**config.mk**
```make
export PLATFORM = sky130hd
export DESIGN_NAME = mem_port_arbiter
export DESIGN_NICKNAME = d
export VERILOG_FILES = /design/src/rtl/mem_port_arbiter.sv
export SDC_FILE = /design/constraint.sdc
export NUM_CORES = 1
export LEC_CHECK = 0
export CAP_MARGIN = 20
export CORE_UTILIZATION = 30
export CTS_CLUSTER_SIZE = 20
export DETAILED_ROUTE_END_ITERATION = 10
export PLACE_DENSITY_LB_ADDON = 0.1
export SLEW_MARGIN = 40
export SYNTH_ARGS = -nofsm -noshare
export SYNTH_HDL_FRONTEND = slang
export SYNTH_SLANG_ARGS = --single-unit
```
**constraint.sdc**
```tcl
create_clock -name clk -period 1.7 [get_ports clk]
set_input_delay 0.34 -clock clk [delete_from_list [all_inputs] [get_ports clk]]
set_output_delay 0.34 -clock clk [all_outputs]
set_load 0.02 [all_outputs]
```
**src/rtl/mem_port_arbiter.sv**
```systemverilog
// Arbitrates one single-port memory between instruction fetch and the data access controller.
// Data normally wins; a saturating starvation counter forces a fetch grant after STARVE_MAX data grants.
module mem_port_arbiter #(
  parameter int STARVE_MAX = 4
) (
  input  logic        clk,
  input  logic        rst_n,
  input  logic        if_req,
  input  logic [31:0] if_addr,
  output logic        if_ack,
  output logic [31:0] if_rdata,
  input  logic        d_req,
  input  logic [31:0] d_addr,
  input  logic [31:0] d_wdata,
  input  logic [3:0]  d_we,
  output logic        d_ack,
  output logic [31:0] d_rdata,
  output logic        mem_req,
  output logic [31:0] mem_addr,
  output logic [31:0] mem_wdata,
  output logic [3:0]  mem_we,
  input  logic        mem_ack,
  input  logic [31:0] mem_rdata
);

  typedef enum logic [1:0] {
    IDLE   = 2'd0,
    BUSY_I = 2'd1,
    BUSY_D = 2'd2
  } state_t;

  localparam logic [3:0] LP_STARVE_MAX = 4'(STARVE_MAX);

  state_t      r_state;
  state_t      w_state_next;
  logic        r_mem_req;
  logic        w_mem_req_next;
  logic [31:0] r_mem_addr;
  logic [31:0] w_mem_addr_next;
  logic [31:0] r_mem_wdata;
  logic [31:0] w_mem_wdata_next;
  logic [3:0]  r_mem_we;
  logic [3:0]  w_mem_we_next;
  logic [3:0]  r_starve_cnt;
  logic [3:0]  w_starve_cnt_next;
  logic        w_force_i;
  logic        w_unused;

  // Byte-lane bits of the requester addresses never reach the memory.
  assign w_unused = &{1'b0, if_addr[1:0], d_addr[1:0]};

  always_ff @(posedge clk or negedge rst_n) begin
    if (!rst_n) begin
      r_state      <= IDLE;
      r_mem_req    <= 1'b0;
      r_mem_addr   <= 32'h0;
      r_mem_wdata  <= 32'h0;
      r_mem_we     <= 4'h0;
      r_starve_cnt <= 4'h0;
    end else begin
      r_state      <= w_state_next;
      r_mem_req    <= w_mem_req_next;
      r_mem_addr   <= w_mem_addr_next;
      r_mem_wdata  <= w_mem_wdata_next;
      r_mem_we     <= w_mem_we_next;
      r_starve_cnt <= w_starve_cnt_next;
    end
  end

  always_comb begin
    w_state_next      = r_state;
    w_mem_req_next    = r_mem_req;
    w_mem_addr_next   = r_mem_addr;
    w_mem_wdata_next  = r_mem_wdata;
    w_mem_we_next     = r_mem_we;
    w_starve_cnt_next = r_starve_cnt;
    w_force_i         = if_req && (r_starve_cnt >= LP_STARVE_MAX);
    if_ack            = 1'b0;
    d_ack             = 1'b0;

    case (r_state)
      IDLE: begin
        if (d_req && !w_force_i) begin
          w_state_next     = BUSY_D;
          w_mem_req_next   = 1'b1;
          w_mem_addr_next  = {d_addr[31:2], 2'b00};
          w_mem_wdata_next = d_wdata;
          w_mem_we_next    = d_we;
          if (!if_req) begin
            w_starve_cnt_next = 4'h0;
          end else if (r_starve_cnt != 4'hF) begin
            w_starve_cnt_next = r_starve_cnt + 4'd1;
          end
        end else if (if_req) begin
          w_state_next      = BUSY_I;
          w_mem_req_next    = 1'b1;
          w_mem_addr_next   = {if_addr[31:2], 2'b00};
          w_mem_we_next     = 4'h0;
          w_starve_cnt_next = 4'h0;
        end
      end
      BUSY_I: begin
        if (mem_ack) begin
          if_ack         = 1'b1;
          w_state_next   = IDLE;
          w_mem_req_next = 1'b0;
        end
      end
      BUSY_D: begin
        if (mem_ack) begin
          d_ack          = 1'b1;
          w_state_next   = IDLE;
          w_mem_req_next = 1'b0;
          w_mem_we_next  = 4'h0;
        end
      end
      default: begin
        w_state_next   = IDLE;
        w_mem_req_next = 1'b0;
        w_mem_we_next  = 4'h0;
      end
    endcase
  end

  // Read data is forwarded unconditionally; the acks qualify it.
  assign if_rdata  = mem_rdata;
  assign d_rdata   = mem_rdata;
  assign mem_req   = r_mem_req;
  assign mem_addr  = r_mem_addr;
  assign mem_wdata = r_mem_wdata;
  assign mem_we    = r_mem_we;

endmodule

```
==> results.ini <==
[outcome]
status=finished, final reports clean

[clocking]
cts_tree=yes
insertion_delay_ns=0.33
clkTransAtPathRegs_ns=0.06
cts_buffers=9
clockBufferDepth=2
htreeDepth=3
cts_sinks=73
clock-root-buffer=clkbuf_16
hold_buffers=0

[die]
std_cell_rows=40
die_h_um=114
pin_count=272
core_area_sq_um=12200
die_area_sq_um=13100
die_w_um=114
start_util_pct=31.1

[timing]
post-route-period-util_pct=97.1
fmax_mhz=606
maxSlewViolCount=0
hold_violations=0
rsz0062_at_grt=false
post-route-min-period_ns=1.65
skew_ns=0.00459
setup_viol=0

[power_and_ir_drop]
vdd_drop_max_mv=0.570
p_leak_uw=0.00236
p_per_area_nw_per_um2=1880

[final_layout]
final_common_cell=clkdlybuf4s50_1
nFillCells=1174
regArea_sq_um=1830
diodes=0
syn_to_final_growth_pct=49.0
multi_input_area_sq_um=1310
final_cell_mix=162 x clkdlybuf4s50_1, 73 x dfrtp_1, 64 x nand2_1
drive_gt1_share_pct=16.1
final_cell_area_sq_um=5640
fin_util_pct=46.3
layout.nets=614

[logic_synthesis]
yosysUniqueCellTypes=27
syn_avg_cell_area_sq_um=10.5
async_reset_ff_share_pct=100
ys_ff_latch=73
synth_cells=361
synthFlopType=dfrtp_1
syn-cell-area_sq_um=3780
yosysWarnings=0
ys_seq_area_share_pct=48.3
synth_edf_count=0

[global_route]
grt-ovfl-total=0
grt_pass1_wl_um=15400
grt_usage_pct=15.4
grt_max_degree=74
antenna_found_initial=0
grt_pass1_vias=3173

[detailed_routing]
vias=3037
ant_nets=0
drc=0
via_per_inst=4.70
drtIter0Drc=129
drtPass1Iterations=4
wire_per_inst_um=15.3
drt-total-wl_um=9860

[flow_run]
cap_violations=0

[setup_path]
cp_cell_sequence=clkdlybuf4s50_1
startpoint_type=flip-flop
slowest_stage=clkdlybuf4s50_1
max_stage_delay_ns=0.63
required_ns=1.36
worstPathArrival_ns=1.31
path_class=flip-flop to primary output
crit_family=buffers and inverters
cp_num_buf_inv=1
worstPathMaxFanout=2
end_kind=primary output

[place]
hpwl_um=6770
dpl_cell_area_sq_um=5290
portBuffers=169
finalWeightedCongestion=0.681

[worst_hold_path]
hold_path_class=input pin to asynchronous set/reset pin

## metrics by stage
step / hold WS, ns / TNS [ns] / setup WS, ns / std cells / power (uW)
2_1_floorplan: 0.0444 / 0 / 0.217 / 362 / 6130
3_3_place_gp: 0.397 / -6.93 / -0.180 / 629 / 8530
3_5_place_dp: 0.399 / -7.75 / -0.203 / 629 / 8590
4_1_cts: 0.0407 / 0 / 0.0141 / 646 / 10700
5_1_grt: 0.0571 / 0 / 0.00203 / 646 / 11200
6_report: 0.0392 / 0 / 0.0497 / 646 / 10600
## final timing paths
| check | from | to | slack (ns) | cells after the start |
|---|---|---|---|---|
| max in group asynchronous | rst_n | mem_addr[15] | 1.36 | 2 |
| max | mem_addr[12] | mem_addr[12] | 0.05 | 1 |
| min in group clk | mem_wdata[13] | mem_wdata[13] | 0.49 | 1 |
| min reg2reg | mem_wdata[13] | mem_wdata[13] | 0.49 | 1 |
| min | rst_n | mem_wdata[18] | 0.04 | 2 |
| max reg2reg | r_state[0] | mem_we[0] | 0.09 | 5 |
## synth_stat cells, types with 2 or more instances
cell type,instances,area [sq um]
dfrtp_1,73,1830
buf_4,71,533
nand2_1,64,240
nand4_1,36,225
mux2_2,30,338
o211ai_1,30,225
clkbuf_1,13,48.8
inv_1,7,26.3
ha_1,4,50.1
mux2i_1,4,40.0
a22o_1,3,26.3
and2_1,3,18.8
buf_2,3,15.0
buf_6,3,33.8
o21ai_0,3,15.0
mux2_1,2,22.5
o21ai_2,2,17.5
## layout make-up
type | instances | area share [%]
Multi-Input combinational cell | 191 | 23.3
Tap cell | 168 | 3.73
Inverter | 7 | 0.466
Sequential cell | 73 | 32.4
Timing Repair Buffer | 191 | 34.3
Clock inverter | 5 | 1.38
Clock buffer | 11 | 4.48
## power by group
part           leakage (uW)  total, uW  switching [uW]  internal (uW)
combinational       0.00131       5490            2750           2740
sequential         0.000883       3010             415           2590
clock              0.000162       2080             721           1360
total               0.00236      10600            3880           6690
## registers in the layout, summed over array words and instances, names as in the netlist
name,flops
mem_addr,30
mem_req,1
mem_wdata,32
mem_we,4
r_starve_cnt,4
r_state,2
## cell families after synthesis
group           after synthesis  share of synthesized area (%)
buf+inv                      98                           17.5
mux                          36                           10.6
fa+ha+maj                     4                           1.32
simple gates                107                           13.5
other cells                   1                         0.0991
flops                        73                           48.3
compound gates               42                           8.73
## layer usage
metal	wire (um)	share of wire, %	track usage [%]
met1	4180	42	17.3
met3	1040	11	6.67
met2	4420	45	24.7
met5	0	0	0
met4	213	2.2	7.79
## repair_timing
item | in CTS | in global routing
gates resized for setup | 8 | 6
buffers inserted | 1 | 0
endpoints found under the setup margin | 2 | 5
endpoints found under the hold margin | 0 | 0
(Power assumes the default switching activity.)
==> patch (same settings) <==
Make the reset (`rst_n`) synchronous in one clocked block.
--- a/src/rtl/mem_port_arbiter.sv
+++ b/src/rtl/mem_port_arbiter.sv
@@ -51,3 +51,3 @@
 
-  always_ff @(posedge clk or negedge rst_n) begin
+  always_ff @(posedge clk) begin
     if (!rst_n) begin
Behaviour: differs if rst_n is asserted again (counterexample within 4 cycles, from zero or initial values and one cycle with rst_n low); with rst_n held inactive, the same outputs for 4 cycles.
==> patch against the unedited design <==
- area after synthesis decreased by 7.1%
- cell count grew 5.4%
- die area fell by 7.0%
- sequential cell count is the same
- wire length down 6.8%
- design area down 8.7%
- worst setup slack gained 0.025 ns
- worst hold slack better by 0.41 ns
- critical endpoint is now mem_wdata[11]
- highest routed layer unchanged
Power is not compared: it rests on default switching activity, and its combinational part moved more than twofold at a synthesized area within 25%.
==> patch: results (changes against the unedited design) <==
outcome:
  status: "completed"
critical_path:
  reg2reg_to: "mem_we[1]"
  cp_slowest_cell: "clkdlybuf4s50_1"
  rrSetupSlack_ns: 0.17  # +0.08 ns
  path_max_fanout: 2  # unchanged
  r2r_start: "r_state[0]"
  path_delay_family: "buffers and inverters"
  max_stage_delay_ns: 0.63  # about the same
  ff2ff_path_depth: 6  # +1
hold_path:
  min_path_cells: 2
  hold_end: "mem_wdata[5]"
  hp-start: "mem_wdata[5]"
  hold_path.class: "reg2reg"
layout:
  insertedDiodeCount: 0  # unchanged
  drive_gt1_share_pct: 7.99  # -8.1 points
  largest_register_ffs: 32  # unchanged
  nFillCells: 1153  # -1.8%
  fin_nets: 676  # +10%
placed_design:
  post-dp-hpwl_mm: 6.08  # -10%
  place.gp.congestion: 0.727  # +6.8%
  port_buffers: 169  # unchanged
global_route:
  grt_usage_pct: 15.2  # -0.19 points
  antenna_found_initial: 0  # unchanged
  grt_pass1_vias: 2933  # -7.6%
  grt_pass1_wl_mm: 14.0  # -9.3%
  grt_max_degree: 106  # +43%
drt:
  drt-pass1-iter-count: 4  # unchanged
  routedWlPerCell_um: 13.5  # -12%
  vias: 3152  # +3.8%
  drt-initial-drc-count: 204  # +58%
logic_synthesis:
  yosysSeqAreaShare_pct: 41.6  # -6.7 points
  yosys_warnings: 0  # unchanged
  synth_cell_type_count: 30  # +11%
  post_synth_fa_ha_maj_area_fraction_pct: 1.43  # +0.10 points
  muxShareOfSynthArea_pct: 0  # -11 points
  synth_compound_area_share_pct: 21.5  # +13 points
  synth_async_sr_flop_share_pct: 0  # -100 points
  synthTopCellsByCount: "73 x dfxtp_1, 67 x buf_4, 66 x nand2_1"
  synth-xor-area-share_pct: 0  # unchanged
  yosys-top-cells-area: "dfxtp_1 42%, buf_4 14%, a21oi_1 9.0%"
clocking:
  htreeDepth: 3  # unchanged
  clock_latency_ns: 0.33  # about the same
  clk_pin_slew_ns: 0.05
  root_buffer: "clkbuf_16"
  cts_buffer_depth: 2  # unchanged
  cts_buffers: 9  # unchanged
  post_cts_buffers: 0  # -1
sta:
  finClkSkew_ns: 0.00764  # +0.00305 ns
  report.final.slew_viol_count: 0  # unchanged
  holdWs_ns: 0.447  # +0.408 ns
power:
  p_leak_nw: 1.91
  peakVddDrop_v: 0.000475
## patch: stage by stage
stage	util (%)	instance area [µm²]	setup TNS, ns	setup WS (ns)	std cells
6_report	45.0	5140	0	0.0751	681
5_1_grt	45.0	5140	0	0.00746	681
4_1_cts	45.1	5150	0	0.00657	681
3_5_place_dp	42.8	4890	-2.20	-0.193	667
3_3_place_gp	42.8	4890	-1.28	-0.184	667
2_1_floorplan	-	3520	0	0.264	439
## patch: cell families after synthesis
| kind of cell | after synthesis |
|---|---|
| buf+inv | 102 |
| fa+ha+maj | 4 |
| other cells | 1 |
| compound gates | 139 |
| flops | 73 |
| simple gates | 119 |
## patch: repair_timing
action | 4_1_cts | 5_1_grt
resized for setup | 9 | 1
cloned | 0 | 0
setup endpoints to repair | 2 | 1
## patch: worst min-delay path, delay by kind of cell, from the launching register on
family	cells	cell delay (ns)
flops	1	0.30
compound gates	1	0.05
simple gates	1	0.05
## patch: final cells by class
type                    instances  area [µm²]  share of cell area (%)
clock buffers                  14         264                    5.13
inverters                       3        11.3                   0.219
multi-input cells             264        1370                    26.7
flip-flops and latches         73        1460                    28.5
well taps                     143         179                    3.48
repair buffers                184        1850                    36.0
## patch: report_power, final
group / total [mW] / leakage, nW / internal [mW] / switching, mW
clock network: 1.73 / 0.129 / 1.05 / 0.673
registers: 1.96 / 0.603 / 1.88 / 0.0775
logic: 1.34 / 1.18 / 0.679 / 0.657
## patch: worst max path at each step
stage / startpoint / to / slack (ns)
floorplan: r_state[0] / mem_wdata[2] / 0.26
global placement: mem_ack / d_ack / -0.18
detailed placement: mem_ack / d_ack / -0.19
CTS: r_state[0] / d_ack / 0.007
global route: mem_addr[19] / mem_addr[19] / 0.007
finish: mem_wdata[11] / mem_wdata[11] / 0.08
## patch: routing by layer
| metal | part of all wire [%] | vias up | wire length [µm] | global-route usage [%] |
|---|---|---|---|---|
| met5 | 0 | - | 0 | 0 |
| met4 | 2.3 | 0 | 210 | 8.83 |
| met3 | 12 | 14 | 1130 | 7.35 |
| met2 | 43 | 146 | 3990 | 23.5 |
| met1 | 42 | 1393 | 3860 | 16.9 |
| li1 | - | 1599 | - | - |
